`config.mk`:
```
export PLATFORM = sky130hd
export DESIGN_NAME = cmem_loader_flat
export DESIGN_NICKNAME = d
export VERILOG_FILES = /design/src/rtl/fir_pkg.sv /design/src/rtl/cmem_loader_if.sv /design/src/rtl/cmem_loader.sv /design/src/flat_wrapper.sv
export SDC_FILE = /design/constraint.sdc
export NUM_CORES = 1
export LEC_CHECK = 0
export CAP_MARGIN = 20
export CORE_MARGIN = 1
export CORE_UTILIZATION = 43
export CTS_CLUSTER_SIZE = 20
export DETAILED_ROUTE_END_ITERATION = 10
export PLACE_DENSITY = 0.72
export SYNTH_ARGS = -nofsm -noshare
export SYNTH_HDL_FRONTEND = slang
export SYNTH_SLANG_ARGS = --single-unit
export TNS_END_PERCENT = 10
```
`constraint.sdc`:
```
create_clock -name clk -period 1.6 [get_ports clk]
set_input_delay 0.16 -clock clk [delete_from_list [all_inputs] [get_ports clk]]
set_output_delay 0.16 -clock clk [all_outputs]
set_load 0.05 [all_outputs]
```
`src/rtl/fir_pkg.sv`:
```
// Shared definitions for the FIR coefficient path.
//   NBLK, AW, DW : default cmem geometry (8 blocks of 256 x 16-bit words)
//   ON / OFF     : active-low chip/write enable encodings for cmem
//   state_t      : coefficient loader FSM states
package fir_pkg;

    localparam int NBLK = 8;
    localparam int AW   = 8;
    localparam int DW   = 16;

    localparam logic ON  = 1'b0;
    localparam logic OFF = 1'b1;

    typedef enum logic [1:0] {
        IDLE,
        LOAD,
        FLUSH,
        DONE
    } state_t;

endpackage

```
`src/rtl/cmem_loader_if.sv`:
```
// Coefficient stream and cmem write bus around cmem_loader.
//   in_valid/in_data/in_ready : valid/ready coefficient stream into the loader
//   cmem_CEN/cmem_WEN         : active-low chip and write enables to cmem
//   cmem_blk/cmem_A/cmem_D    : block select, word address and write data
// Modports: master = host side (drives the stream, observes cmem),
//           slave  = loader side.
interface cmem_loader_if #(
    parameter int NBLK = fir_pkg::NBLK,
    parameter int AW   = fir_pkg::AW,
    parameter int DW   = fir_pkg::DW
);

    localparam int BW = (NBLK > 1) ? $clog2(NBLK) : 1;

    logic          in_valid;
    logic [DW-1:0] in_data;
    logic          in_ready;

    logic          cmem_CEN;
    logic          cmem_WEN;
    logic [BW-1:0] cmem_blk;
    logic [AW-1:0] cmem_A;
    logic [DW-1:0] cmem_D;

    modport master (
        output in_valid, in_data,
        input  in_ready,
        input  cmem_CEN, cmem_WEN, cmem_blk, cmem_A, cmem_D
    );

    modport slave (
        input  in_valid, in_data,
        output in_ready,
        output cmem_CEN, cmem_WEN, cmem_blk, cmem_A, cmem_D
    );

endinterface

```
`src/rtl/cmem_loader.sv`:
```
// Coefficient loader for the FIR coefficient memory.
// Accepts a valid/ready stream of coefficients and writes them block-major
// into NBLK cmem blocks, len words per block, then pulses done. A running
// XOR of every accepted word is kept on csum for host-side confirmation.
//   clk, rst : clock, synchronous active-high reset
//   start    : begin a load (honoured only while idle)
//   load_len : taps per block, sampled with start; 0 means 2**AW
//   bus      : stream input and registered cmem write port (slave side)
//   busy     : load in progress (cycle after start up to done)
//   done     : one-cycle completion pulse
//   csum     : XOR of the words of the current or most recent load
module cmem_loader #(
    parameter int NBLK = fir_pkg::NBLK,
    parameter int AW   = fir_pkg::AW,
    parameter int DW   = fir_pkg::DW
) (
    input  logic            clk,
    input  logic            rst,
    input  logic            start,
    input  logic [AW-1:0]   load_len,
    cmem_loader_if.slave    bus,
    output logic            busy,
    output logic            done,
    output logic [DW-1:0]   csum
);

    import fir_pkg::*;

    localparam int            BW       = (NBLK > 1) ? $clog2(NBLK) : 1;
    localparam logic [BW-1:0] LAST_BLK = BW'(NBLK - 1);

    state_t        state;
    logic [AW-1:0] len_m1;   // last index within a block; 0-1 wraps to 2**AW-1
    logic [AW-1:0] idx;
    logic [BW-1:0] blk;
    logic          hs;
    logic          last_word;

    assign hs        = bus.in_valid & bus.in_ready;
    assign last_word = (blk == LAST_BLK) && (idx == len_m1);

    always_ff @(posedge clk) begin
        if (rst) begin
            state        <= IDLE;
            bus.in_ready <= 1'b0;
            busy         <= 1'b0;
            done         <= 1'b0;
            bus.cmem_CEN <= OFF;
            bus.cmem_WEN <= OFF;
            bus.cmem_blk <= '0;
            bus.cmem_A   <= '0;
            bus.cmem_D   <= '0;
            csum         <= '0;
            len_m1       <= '0;
            idx          <= '0;
            blk          <= '0;
        end else begin
            // NOTE: enables and done default to inactive every cycle and are
            // only overridden below, so each write or pulse lasts one cycle.
            bus.cmem_CEN <= OFF;
            bus.cmem_WEN <= OFF;
            done         <= 1'b0;

            case (state)
                IDLE: begin
                    if (start) begin
                        len_m1       <= load_len - 1'b1;
                        idx          <= '0;
                        blk          <= '0;
                        csum         <= '0;
                        bus.in_ready <= 1'b1;
                        busy         <= 1'b1;
                        state        <= LOAD;
                    end
                end

                LOAD: begin
                    if (hs) begin
                        bus.cmem_CEN <= ON;
                        bus.cmem_WEN <= ON;
                        bus.cmem_blk <= blk;
                        bus.cmem_A   <= idx;
                        bus.cmem_D   <= bus.in_data;
                        csum         <= csum ^ bus.in_data;

                        if (idx == len_m1) begin
                            idx <= '0;
                            blk <= blk + 1'b1;
                        end else begin
                            idx <= idx + 1'b1;
                        end

                        // Drop ready with the final word so nothing past
                        // the last block is ever accepted.
                        if (last_word) begin
                            bus.in_ready <= 1'b0;
                            state        <= FLUSH;
                        end
                    end
                end

                // The final write is on the cmem pins during this cycle.
                FLUSH: begin
                    done  <= 1'b1;
                    busy  <= 1'b0;
                    state <= DONE;
                end

                DONE: begin
                    state <= IDLE;
                end

                default: begin
                    state <= IDLE;
                end
            endcase
        end
    end

endmodule

```
`src/flat_wrapper.sv`:
```
// flat-port wrapper written by rule: the top's interface ports become plain ports
module cmem_loader_flat import fir_pkg::*;
#(
    parameter int NBLK = fir_pkg::NBLK,
    parameter int AW   = fir_pkg::AW,
    parameter int DW   = fir_pkg::DW
)
  (clk, rst, start, load_len, busy, done, csum, bus_in_valid, bus_in_data, bus_in_ready, bus_cmem_CEN, bus_cmem_WEN, bus_cmem_blk, bus_cmem_A, bus_cmem_D);
  cmem_loader_if #(.NBLK(NBLK), .AW(AW), .DW(DW)) bus_i ();
  input  logic clk;
  input  logic rst;
  input  logic start;
  input  logic [AW-1:0] load_len;
  output logic busy;
  output logic done;
  output logic [DW-1:0] csum;
  input wire logic [$bits(bus_i.in_valid)-1:0] bus_in_valid;
  input wire logic [$bits(bus_i.in_data)-1:0] bus_in_data;
  output wire logic [$bits(bus_i.in_ready)-1:0] bus_in_ready;
  output wire logic [$bits(bus_i.cmem_CEN)-1:0] bus_cmem_CEN;
  output wire logic [$bits(bus_i.cmem_WEN)-1:0] bus_cmem_WEN;
  output wire logic [$bits(bus_i.cmem_blk)-1:0] bus_cmem_blk;
  output wire logic [$bits(bus_i.cmem_A)-1:0] bus_cmem_A;
  output wire logic [$bits(bus_i.cmem_D)-1:0] bus_cmem_D;
  assign bus_i.in_valid = bus_in_valid;
  assign bus_i.in_data = bus_in_data;
  assign bus_in_ready = bus_i.in_ready;
  assign bus_cmem_CEN = bus_i.cmem_CEN;
  assign bus_cmem_WEN = bus_i.cmem_WEN;
  assign bus_cmem_blk = bus_i.cmem_blk;
  assign bus_cmem_A = bus_i.cmem_A;
  assign bus_cmem_D = bus_i.cmem_D;
  cmem_loader #(.NBLK(NBLK), .AW(AW), .DW(DW)) u_core (.clk(clk), .rst(rst), .start(start), .load_len(load_len), .bus(bus_i), .busy(busy), .done(done), .csum(csum));
endmodule
```
==> metrics.cfg <==
[status]
status=finished, violations left
violations=negative setup slack

[critical_path]
crit-reg2reg-launch=u_core.state[1]
r2r_cells=8
crit_type=flip-flop to flip-flop
crit_path_start_kind=flip-flop
critical_path.endpoint_type=flip-flop
worstSetupStartpoint=u_core.state[1]
cp.required_ns=1.84
crit_fanout=4
crit_arrival_ns=1.86

[timing]
fin_ws_ns=-0.0145
tightest_slew_ns=0.448
fin_crit_ns=1.61
relSlewSlack=0.700
period_share=1.01
max_freq_mhz=619
fin_skew_ns=0.00921
setup_viol=4
fin_setup_tns_ns=-0.0352
hold_slack_ns=0.0798
slew_viol_final=0
rsz0062_at_grt=yes
hold_viol=0

[clock_network]
root_buffer=clkbuf_8
clock_path_buffers=2
htree_levels=3
cts.clk_slew.worst_paths_ns=0.07
cts_tree=yes
cts_inserted_buffers=9
clkLatencyLatePin_ns=0.34
cts_hold_buf=0
cts_sinks=68

[detailed_routing]
drt_iter0_drc=144
dr.pass1.iters=4
vias=2540
drtAntennaViolNets=0
drcViolationCount=0
avgRoutedWirePerCell_um=12.4
via_per_inst=4.91
drt-total-wl_um=6390

[hold_path]
min_path_type=primary input to flip-flop
hp-start=rst
min_path_cells=2

[layout]
final_layout_size_suffix_gt1_frac=0.275
area_growth_syn_to_layout_pct=44.4
final_cell_mix=buf_4, nand2_1, dfxtp_1
final_common_cell=buf_4
stdcell_count=517
fin_area_mm2=0.00405
num_antenna_cells=0
nets=470

[global_route]
grt_usage=0.199
grt.overflow.total=0
grt_pass1_vias=2255
grt_pass1_wl_um=10200
antenna_found_initial=0
grt_max_degree=29

[synthesis]
synth_seq_cells=68
yosys.area_share.simple=0.214
netlist_instances=334
synth-xor-area-share=0.116
avgSynthCellArea_um2=8.39
yosysWarnings=0
synth_edf_count=0
synth-async-reset-ratio=0
synthAdderAreaFrac=0.0313
ys_types=31
synth.net_count=369
synth_area_mm2=0.00280
synth_compound_area_frac=0.116
synth-seq-area-share=0.486
synth_top_family_by_area=simple AND/OR/NAND/NOR gates
synth_ff_type=dfxtp_1
synth_mux_area_frac=0.00357

[floorplan]
chipHeight_um=82.7
die_w_um=82.7
ioPinCount=76
start_util=0.444
dieArea_mm2=0.00685
core_area_mm2=0.00631
rows=29

[pwr]
p_per_area_mw_per_mm2=1780
ir_drop_mv=1.09
p_leak_nw=1.62

[job]
maxCapViolCount=0

[placed_design]
post-place-ws_ns=-0.114
dpl-instance-area_mm2=0.00367
dp_hpwl_um=4470
gp_congestion=0.808
io_buffers=75
dpl.cell_count=497

[cell type report]
cell class	instances	area, um^2
clock inverter	6	113
tap	77	96.3
sequential	68	1370
fill	558	2270
inverter	5	21.3
multi-input combinational	244	1440
clock buffer	10	128
timing repair buffer	107	882
[sequential cells by signal, indices dropped and copies added, names as in the netlist]
register	flops
u_core.csum	16
u_core.len_m1	8
u_core.state	2
u_core.blk	3
u_core.bus.cmem_D	16
u_core.bus.cmem_WEN	1
u_core.busy	1
u_core.bus.cmem_A	8
u_core.done	1
u_core.idx	8
u_core.bus.cmem_blk	3
u_core.bus.in_ready	1
[synthesized netlist by cell type (3+ instances only)]
library cell,instances,area [um^2]
dfxtp_1,68,1360
clkbuf_1,8,30.0
inv_1,5,18.8
o21ai_0,7,35.0
nand2b_1,5,31.3
nand2_1,81,304
a211oi_1,8,60.1
buf_2,4,20.0
ha_1,7,87.6
buf_1,3,11.3
nand4_1,7,43.8
a21oi_1,35,175
xor2_1,20,175
xnor2_1,17,149
nor3_1,4,20.0
nor2_1,34,128
[what timing repair did]
item                                    4_1_cts  5_1_grt
pin swaps                                     1       11
resized for setup                             6       24
buffers inserted                              0        4
endpoints found under the setup margin       25       26
[power by group]
part           internal, W  switching (W)  total [W]
Sequential         0.00202       0.000216    0.00223
Combinational      0.00134        0.00192    0.00325
Clock              0.00104       0.000659    0.00170
[worst max-delay path, stage by stage, from the launching register on]
cell,delay (ns)
dfxtp_2,0.35
inv_4,0.05
ha_4,0.17
and3_4,0.16
o211ai_1,0.39
buf_4,0.19
nor3_2,0.03
xnor2_1,0.13
nor2_1,0.05
[cell families (layout without fill, tap and decap cells)]
group,count (synthesis),after routing
AO/OA/AOI/OAI,57,57
multiplexers,1,1
AND/OR/NAND/NOR,142,142
buffers and inverters,22,128
flip-flops,68,68
adder cells (fa/ha/maj),7,7
XOR/XNOR,37,37
[stage by stage]
step                 util  power, W
global placement    0.582   0.00515
global route        0.641   0.00762
detailed placement  0.582   0.00519
floorplan               -   0.00420
CTS                 0.624   0.00695
finish              0.641   0.00719
[per-layer routing]
metal  share of wire  vias up  track usage
met3           0.045        5       0.0538
li1                -     1300            -
met5               0        -            0
met4          0.0099        0       0.0741
met2            0.49       61        0.325
met1            0.46     1174        0.249
[path summary, 6_finish.rpt]
check | endpoint | slack, ns
setup reg to reg | u_core.idx[5] | -0.01
hold / removal | u_core.blk[2] | 0.08
hold reg to reg | u_core.bus.cmem_blk[2] | 0.46
setup / recovery | u_core.idx[5] | -0.01
No activity file was read; power rests on OpenSTA's default activity.
